<file path="src/rtl/avr_xmem_fifo.sv">
`default_nettype none
// ============================================================================
//  Module      : avr_xmem_fifo
//  Description : Byte FIFO bridge on the AVR external data-memory bus.
//                This block connects an AVR bus window to two byte streams:
//                - AVR -> host (TX)
//                - host -> AVR (RX)
//                A read inserts one wait state. A write completes in the
//                cycle it is issued.
//  Revision    : 1.0 - initial release
// ============================================================================
module avr_xmem_fifo #(
    parameter int DEPTH = 16
) (
    input  logic        clk,
    input  logic        rst,
    input  logic [15:0] xm_adr,
    input  logic [7:0]  xm_din,
    input  logic        xm_cs,
    input  logic        xm_re,
    input  logic        xm_we,
    output logic [7:0]  xm_dout,
    output logic        xm_wait,
    output logic [7:0]  tx_data,
    output logic        tx_valid,
    input  logic        tx_ready,
    input  logic [7:0]  rx_data,
    input  logic        rx_valid,
    output logic        rx_ready,
    output logic        irq
);
    localparam int          AW       = $clog2(DEPTH);
    localparam logic [AW:0] FULL_CNT = (AW+1)'(DEPTH);
    localparam logic [2:0]  OFF_DATA = 3'd0;
    localparam logic [2:0]  OFF_STAT = 3'd1;
    localparam logic [2:0]  OFF_RXCN = 3'd2;
    localparam logic [2:0]  OFF_TXCN = 3'd3;
    localparam logic [2:0]  OFF_CTRL = 3'd4;

    typedef enum logic [0:0] {
        ST_IDLE    = 1'b0,
        ST_RD_DONE = 1'b1
    } state_t;

    state_t        state_q, state_d;
    logic [7:0]    rdata_q, rdata_d;
    logic [7:0]    rx_mem_q [DEPTH];
    logic [7:0]    tx_mem_q [DEPTH];
    logic [AW-1:0] rx_wp_q, rx_rp_q, tx_wp_q, tx_rp_q;
    logic [AW:0]   rx_cnt_q, tx_cnt_q;
    logic          txovf_q, rxunf_q, rxie_q, txeie_q;

    logic [2:0] w_off;
    logic       w_wr, w_rd_start;
    logic       w_rx_empty, w_rx_full, w_tx_empty, w_tx_full;
    logic       w_rx_push, w_rx_pop, w_rx_flush;
    logic       w_tx_push, w_tx_pop, w_tx_flush;
    logic [7:0] w_status, w_rx_cnt8, w_tx_cnt8, w_rd_val;
    logic       w_unused_adr;

    // Only the low three address bits select a register.
    assign w_off        = xm_adr[2:0];
    assign w_unused_adr = ^xm_adr[15:3];
    assign w_wr         = xm_cs & xm_we;

    assign w_rx_empty = (rx_cnt_q == '0);
    assign w_rx_full  = (rx_cnt_q == FULL_CNT);
    assign w_tx_empty = (tx_cnt_q == '0);
    assign w_tx_full  = (tx_cnt_q == FULL_CNT);

    assign w_rx_push  = rx_valid & ~w_rx_full;
    assign w_rx_pop   = w_rd_start & (w_off == OFF_DATA) & ~w_rx_empty;
    assign w_rx_flush = w_wr & (w_off == OFF_CTRL) & xm_din[2];
    assign w_tx_push  = w_wr & (w_off == OFF_DATA) & ~w_tx_full;
    assign w_tx_pop   = ~w_tx_empty & tx_ready;
    assign w_tx_flush = w_wr & (w_off == OFF_CTRL) & xm_din[3];

    assign w_status = {3'b000, w_tx_empty, rxunf_q, txovf_q, w_tx_full, ~w_rx_empty};

    // Zero-extend the occupancy counters onto the 8-bit data bus.
    always_comb begin
        w_rx_cnt8       = '0;
        w_tx_cnt8       = '0;
        w_rx_cnt8[AW:0] = rx_cnt_q;
        w_tx_cnt8[AW:0] = tx_cnt_q;
    end

    // Register read mux; an empty RX FIFO returns zero on DATA.
    always_comb begin
        w_rd_val = 8'h00;
        case (w_off)
            OFF_DATA: w_rd_val = w_rx_empty ? 8'h00 : rx_mem_q[rx_rp_q];
            OFF_STAT: w_rd_val = w_status;
            OFF_RXCN: w_rd_val = w_rx_cnt8;
            OFF_TXCN: w_rd_val = w_tx_cnt8;
            OFF_CTRL: w_rd_val = {6'b000000, txeie_q, rxie_q};
            default:  w_rd_val = 8'h00;
        endcase
    end

    // Read handshake: stall one cycle while the value is captured, then present it.
    always_comb begin
        state_d    = state_q;
        rdata_d    = rdata_q;
        xm_wait    = 1'b0;
        w_rd_start = 1'b0;
        case (state_q)
            ST_IDLE: begin
                if (xm_cs && xm_re && !xm_we) begin
                    xm_wait    = 1'b1;
                    w_rd_start = 1'b1;
                    rdata_d    = w_rd_val;
                    state_d    = ST_RD_DONE;
                end
            end
            ST_RD_DONE: state_d = ST_IDLE;
            default:    state_d = ST_IDLE;
        endcase
    end

    // Read state and captured read data.
    always_ff @(posedge clk) begin
        if (rst) begin
            state_q <= ST_IDLE;
            rdata_q <= 8'h00;
        end else begin
            state_q <= state_d;
            rdata_q <= rdata_d;
        end
    end

    // RX FIFO pointers and occupancy; flush beats push and pop.
    always_ff @(posedge clk) begin
        if (rst || w_rx_flush) begin
            rx_wp_q  <= '0;
            rx_rp_q  <= '0;
            rx_cnt_q <= '0;
        end else begin
            if (w_rx_push) rx_wp_q <= rx_wp_q + AW'(1);
            if (w_rx_pop)  rx_rp_q <= rx_rp_q + AW'(1);
            if (w_rx_push && !w_rx_pop)      rx_cnt_q <= rx_cnt_q + (AW+1)'(1);
            else if (w_rx_pop && !w_rx_push) rx_cnt_q <= rx_cnt_q - (AW+1)'(1);
        end
    end

    // TX FIFO pointers and occupancy; flush beats push and pop.
    always_ff @(posedge clk) begin
        if (rst || w_tx_flush) begin
            tx_wp_q  <= '0;
            tx_rp_q  <= '0;
            tx_cnt_q <= '0;
        end else begin
            if (w_tx_push) tx_wp_q <= tx_wp_q + AW'(1);
            if (w_tx_pop)  tx_rp_q <= tx_rp_q + AW'(1);
            if (w_tx_push && !w_tx_pop)      tx_cnt_q <= tx_cnt_q + (AW+1)'(1);
            else if (w_tx_pop && !w_tx_push) tx_cnt_q <= tx_cnt_q - (AW+1)'(1);
        end
    end

    // FIFO storage; contents are don't-care while the pointers mark them empty.
    always_ff @(posedge clk) begin
        if (w_rx_push) rx_mem_q[rx_wp_q] <= rx_data;
        if (w_tx_push) tx_mem_q[tx_wp_q] <= xm_din;
    end

    // Sticky error flags (write-1-to-clear) and interrupt enables.
    always_ff @(posedge clk) begin
        if (rst) begin
            txovf_q <= 1'b0;
            rxunf_q <= 1'b0;
            rxie_q  <= 1'b0;
            txeie_q <= 1'b0;
        end else begin
            if (w_wr && (w_off == OFF_STAT)) begin
                if (xm_din[2]) txovf_q <= 1'b0;
                if (xm_din[3]) rxunf_q <= 1'b0;
            end
            if (w_wr && (w_off == OFF_DATA) && w_tx_full)         txovf_q <= 1'b1;
            if (w_rd_start && (w_off == OFF_DATA) && w_rx_empty) rxunf_q <= 1'b1;
            if (w_wr && (w_off == OFF_CTRL)) begin
                rxie_q  <= xm_din[0];
                txeie_q <= xm_din[1];
            end
        end
    end

    assign xm_dout  = rdata_q;
    assign tx_valid = ~w_tx_empty;
    assign tx_data  = tx_mem_q[tx_rp_q];
    assign rx_ready = ~w_rx_full;
    assign irq      = (rxie_q & ~w_rx_empty) | (txeie_q & w_tx_empty);

endmodule
`default_nettype wire

</file>
<file path="config.mk">
export PLATFORM = sky130hd
export DESIGN_NAME = avr_xmem_fifo
export DESIGN_NICKNAME = d
export VERILOG_FILES = /design/src/rtl/avr_xmem_fifo.sv
export SDC_FILE = /design/constraint.sdc
export NUM_CORES = 1
export LEC_CHECK = 0
export BUFFER_PORTS_ARGS = -buffer_cell sky130_fd_sc_hd__buf_2
export CAP_MARGIN = 20
export CORE_MARGIN = 2
export CORE_UTILIZATION = 61
export DETAILED_ROUTE_END_ITERATION = 10
export HOLD_SLACK_MARGIN = 0.06
export PLACE_DENSITY = 0.84
export SETUP_SLACK_MARGIN = 0.05
export SLEW_MARGIN = 20
export SYNTH_ARGS = -nofsm -noshare
export SYNTH_HDL_FRONTEND = slang
export SYNTH_SLANG_ARGS = --single-unit
</file>
<file path="constraint.sdc">
create_clock -name clk -period 5.2 [get_ports clk]
set_input_delay 1.56 -clock clk [delete_from_list [all_inputs] [get_ports clk]]
set_output_delay 1.56 -clock clk [all_outputs]
set_load 0.03 [all_outputs]
</file>
==> results of run 1 <==
==> critical path, delay by kind of cell, from the launching register on <==
family / cells / cell delay [ps]
buffers and inverters: 2 / 540
muxes: 2 / 1060
DFF: 1 / 760
==> Yosys cell counts, types with 10 or more instances <==
cell	n
edfxtp_1	256
mux4_2	72
nor2_1	60
dfxtp_1	47
nand2_1	28
a21oi_1	18
ha_1	18
nand3_1	18
mux2i_1	13
o21ai_0	13
buf_2	11
inv_1	11
nor3_1	11
clkbuf_1	10
xor2_1	10
==> metal layers <==
metal	GRT usage, %	vias to the layer above	share of wire [%]	wire length [µm]
li1	-	2777	-	-
met1	31.11	3260	36	9118
met2	43.90	325	54	13570
met3	3.082	71	6.2	1576
met4	9.010	0	4.0	1012
met5	0	-	0	0
==> worst max path at each step <==
stage | start | to | depth (start not counted)
2_1_floorplan | xm_adr[1] | tx_cnt_q[4] | 11
3_3_place_gp | xm_adr[2] | tx_cnt_q[4] | 11
3_5_place_dp | xm_adr[2] | tx_cnt_q[4] | 11
4_1_cts | register | tx_data[1] | 4
5_1_grt | register | tx_data[1] | 4
6_report | register | tx_data[1] | 4
==> logic make-up (layout without fill, tap and decap cells) <==
logic type / count (synthesis) / in the layout
flops: 303 / 303
simple gates: 150 / 150
fa+ha+maj: 20 / 20
mux: 88 / 88
compound gates: 58 / 58
xor+xnor: 16 / 16
buf+inv: 43 / 121
==> power groups by stage <==
stage	sequential, mW	clock, mW	combinational, mW
5_1_grt	2.82	2.36	0.912
3_3_place_gp	2.85	0	0.799
3_5_place_dp	2.86	0	0.839
2_1_floorplan	2.80	0	0.654
4_1_cts	2.81	2.27	0.852
6_report	2.81	2.24	0.852
==> stage by stage <==
step           setup WS, ps  instances
2_1_floorplan         940.1        678
3_3_place_gp          762.7        968
3_5_place_dp          666.1        968
4_1_cts               658.7       1021
5_1_grt               565.6       1021
6_report              726.3       1021
==> state kept, by name, summed over array words and instances (netlist names), named ones only <==
signal and count:
tx_rp_q 4, rx_rp_q 4, rx_mem_q 128, state_q 1, tx_cnt_q 5, xm_dout 8, tx_wp_q 4, txeie_q 1
rxie_q 1, txovf_q 1, rx_cnt_q 5, rx_wp_q 4, tx_mem_q 128, rxunf_q 1
==> layout make-up <==
| cell class | instances | area share (%) |
|---|---|---|
| Timing Repair Buffer | 57 | 2.310 |
| Inverter | 11 | 0.3025 |
| Tap cell | 265 | 2.429 |
| Clock buffer | 30 | 5.344 |
| Multi-Input combinational cell | 332 | 24.23 |
| Clock inverter | 23 | 2.163 |
| Sequential cell | 303 | 63.23 |
==> results.md, run 1 <==
- Period utilisation layout: 86.03%
- Area grow syn2layout: 12.56%
- Cell-internal power: 4.457 mW
- Gate Count Post-Synth: 678
- Syn avg cell area: 17.89 µm²
- First-pass GRT wire length: 38.75 mm
- CTS tree: done
- Reg2Reg Depth: 12
- Count of yosys warnings during synthesis: 0
- Worst rel slew slack: 20.84%
- Sequential share of the synthesized area: 71.14%
- Gpl congestion: 0.9238
- Pins Over Slew Limit: 0
- DRC violations left: 0
- Nets: 793
- Cell mode on critical path: mux4_2
- Routed vias/inst: 6.301
- Avg WL per Cell: 24.76 µm
- Largest family of logic cells by synthesized area: multiplexers
- RSZ-0062 raised after global routing: no
- Syn Nets: 737
- Post-synth ARST share: 0%
- Min Clock Period, post-route: 4474 ps
- Final hold viol count: 0
- FMAX: 223.5 MHz
- Detailed placement HPWL: 15.64 mm
- Setup Skew: 22.58 ps
- Final setup vio count: 0
- Largest net degree at the start of global routing: 33
- Post-synthesis cell area: 0.01213 mm²
- Htree depth: 1
- Worst-path cell chain: buf_4 > mux4_2 > mux4_2 > buf_2
- ANT nets after route: 0
- Cts bufs inserted: 29
- Max incr delay on CP: 760 ps
- Compound-cell area share of the yosys netlist: 3.239%
- Vias in the first global route: 6,582
- Clock slew at reported path FFs: 70 ps
- Drt first pass iters: 6
- Setup crit end kind: output pin
- Commonest non-fill, non-tap cells in the layout: edfxtp_1 (256), mux4_2 (72), nor2_1 (60), dfxtp_1 (45), buf_2 (45)
- Critical path class: reg2out
- Sw Pwr: 1.441 mW
- Top-area cell type share of the netlist area: 63.39%
- Worst vdd ir: 0.4066 mV
- I/O pin cnt: 59
- Sw Ratio: 24.44%
- Register bit total from synthesis: 303
- GRT Residual Overflow: 0
- EDFF count, synth: 256
- Antenna cells: 0
- Initial antenna violation count: 0
- Sink Count: 303
- CP Launch Type: register
- # port buffers: 45
- Post-Layout Inst Area: 0.01365 mm²
- Post-route setup TNS: 0 ps
- Main area contributors after synthesis: edfxtp_1 (63%), mux4_2 (13%), dfxtp_1 (7.8%), ha_1 (1.9%), nor2_1 (1.9%)
- Layout cells sized above 1: 25.26%
- DR iter-0 viols: 812
- Root Buffer: clkbuf_16
- Setup bufs post-CTS: 0
- Hold Buf Count CTS: 0
- Max-Cap Viols: 0
- Total Power: 5.899 mW
- FF+latch area: 0.008631 mm²
- Via Count: 6,433
- Core box area: 0.01946 mm²
- Row count: 51
- R2R Setup Slk: 1720 ps
- Hold Path Depth: 2
- GR Util All Layers: 24.55%
- Post-Synth Adder-Cell Area: 2.187%
- Worst-margin pin slew: 1183 ps
- Crit path DAT: 2910 ps
- Post-synthesis xor/xnor area fraction: 1.155%
- Req. time, crit path: 3640 ps
- Core Util, Final: 70.14%
- Reg power frac: 47.6%
- Lkg Pwr: 4.477 nW
- Post-Synth Simple-Gate Area: 5.922%
- Post-placement cell area: 0.01263 mm²
- Reg-to-reg startpoint: tx_cnt_q[0]
- Cts repair resizes: 0
- Area of the multi-input gates: 0.003307 mm²
- Clock latency on the worst-skew pair: 550 ps
- Clock share of power: 37.9%
- Worst hold start: xm_dout[0]
- Hold slack: 476.5 ps
- Die height: 145 µm
- Slowest cell on crit path: dfxtp_2
- Logic pwr share: 14.4%
- Post-synthesis cell type count: 45
- # fillers: 1,164
- Most common cell after layout, fill and taps aside: edfxtp_1
- Min-delay worst type: reg2reg
- PwrDens: 432.1 mW/mm²
- Mux share of post-synthesis cell area: 14.72%
- Clk buf depth: 3
- Predominant post-synthesis flop cell: edfxtp_1
- RR Endpoint: tx_cnt_q[4]
- Hold Path End: xm_dout[0]
- Max FO, Critical Path: 19
- Status: finished clean
- Yosys top cell by area: edfxtp_1
- Die area: 0.02103 mm²
- Die W: 145 µm
- Post-Route WL: 25.28 mm
- Initial Utilization: 62.31%
(Power assumes the default switching activity.)
==> run 2: changes to the inputs <==
--- a/config.mk
+++ b/config.mk
@@ -5,7 +5,7 @@
 export SDC_FILE = /design/constraint.sdc
 export NUM_CORES = 1
 export LEC_CHECK = 0
-export BUFFER_PORTS_ARGS = -buffer_cell sky130_fd_sc_hd__buf_2
+export BUFFER_PORTS_ARGS = -buffer_cell sky130_fd_sc_hd__clkbuf_2
 export CAP_MARGIN = 20
 export CORE_MARGIN = 2
 export CORE_UTILIZATION = 61
==> results.md, run 2 (synthesis results as in run 1) <==
- GRT Residual Overflow: 0
- Die height: 145 µm
- Detailed placement HPWL: 15.92 mm
- Gpl congestion: 0.9218
- Crit path DAT: 2910 ps
- Met2 Track Usage GR: 43.45%
- R2R Setup Slk: 1690 ps
- RR Endpoint: tx_cnt_q[4]
- I/O pin cnt: 59
- Via Count: 6,411
- Reg-to-reg startpoint: tx_cnt_q[0]
- Hold Path Depth: 2
- Status: finished clean
- Final hold viol count: 0
- Hold slack: 471.4 ps
- Total Power: 5.826 mW
- Initial Utilization: 62.31%
- DRC violations left: 0
- Setup bufs post-CTS: 0
- Post-Route WL: 25.39 mm
- Area of the multi-input gates: 0.003309 mm²
- Most common cell after layout, fill and taps aside: edfxtp_1
- Pins Over Slew Limit: 0
- Worst rel slew slack: 29.33%
- Root Buffer: clkbuf_16
- Max-Cap Viols: 0
- Critical Path Sink: tx_data[1]
- Worst-margin pin slew: 1056 ps
- Busiest grt layer: met2
- Core box area: 0.01946 mm²
- ANT nets after route: 0
- Cts repair resizes: 0
- Routed vias/inst: 6.279
- Sink Count: 303
- FMAX: 223.7 MHz
- Min Clock Period, post-route: 4470 ps
- Setup crit end kind: output pin
- RSZ-0062 raised after global routing: no
- Clk buf depth: 3
- Setup Skew: 9.128 ps
- Layout cells sized above 1: 24.47%
- Antenna cells: 0
- DR iter-0 viols: 536
- GR Util All Layers: 24.64%
- CP Launch Type: register
- Final setup vio count: 0
- Req. time, crit path: 3640 ps
- Largest net degree at the start of global routing: 33
- PwrDens: 428.1 mW/mm²
- Row count: 51
- Reg2Reg Depth: 12
- Worst vdd ir: 0.3004 mV
- Met1 Usage GRT: 30.71%
- FF+latch area: 0.008631 mm²
- Min-delay worst type: reg2reg
- Cts bufs inserted: 29
- CTS tree: done
- Commonest non-fill, non-tap cells in the layout: edfxtp_1 (256), mux4_2 (72), nor2_1 (59), dfxtp_1 (45), clkbuf_2 (45)
- Drt first pass iters: 5
- Lkg Pwr: 4.452 nW
- Critical path class: reg2out
- First-pass GRT wire length: 39.09 mm
- # fillers: 1,169
- Area grow syn2layout: 12.21%
- Hold Buf Count CTS: 0
- Clock slew at reported path FFs: 60 ps
- Initial antenna violation count: 0
- Clock latency on the worst-skew pair: 530 ps
- Met3 usage: 3.616%
- Post-route setup TNS: 0 ps
- Die area: 0.02103 mm²
- # port buffers: 45
- Nets: 793
- Max FO, Critical Path: 19
- Htree depth: 1
- Avg WL per Cell: 24.87 µm
- Period utilisation layout: 85.97%
- Vias in the first global route: 6,674
- Die W: 145 µm
## run 2: cell types whose count changed in the layout (fill, tap and decap cells not counted), moves of 3 or more
cell and delta:
buf_2 -45, clkbuf_2 +45, clkbuf_1 +4, clkinv_1 +3
clkinv_2 -3
## run 2: where the power goes
group	leakage (nW)	internal, mW	switching, mW
clock	0.483	1.31	0.844
sequential	2.69	2.70	0.112
combinational	1.28	0.390	0.463
total	4.45	4.41	1.42
## run 2: how the worst min path moves through the flow
stage	slack, ps	from	end
6_report	470	xm_dout[0]	xm_dout[0]
5_1_grt	490	rxunf_q	rxunf_q
4_1_cts	470	xm_dout[0]	xm_dout[0]
3_5_place_dp	460	xm_dout[0]	xm_dout[0]
3_3_place_gp	440	xm_dout[1]	xm_dout[1]
2_1_floorplan	440	rxunf_q	rxunf_q
## run 2: metrics by stage
step	util [%]	cells	area [µm²]	worst slack, ps
finish	69.93	1021	13610	729.7
global route	69.93	1021	13610	574.9
global placement	64.87	968	12630	757.9
CTS	69.91	1021	13610	673.0
floorplan	-	678	12130	940.1
detailed placement	64.87	968	12630	625.0
## run 2: cell type report
type	count	share of cell area, %
inverter	11	0.3034
multi-input combinational	332	24.32
sequential	303	63.42
timing repair buffer	57	2.317
clock inverter	19	1.738
tap	265	2.436
clock buffer	34	5.470
## run 2: metal layers
layer | vias to the layer above | part of all wire, %
met5 | - | 0
met4 | 0 | 3.8
met3 | 69 | 5.4
met2 | 270 | 54
met1 | 3283 | 37
li1 | 2789 | -
## run 2: critical path, cell delays in order, from the launching register on
cell	delay (ps)
dfxtp_2	800
buf_4	340
mux4_2	510
mux4_2	510
clkbuf_2	200
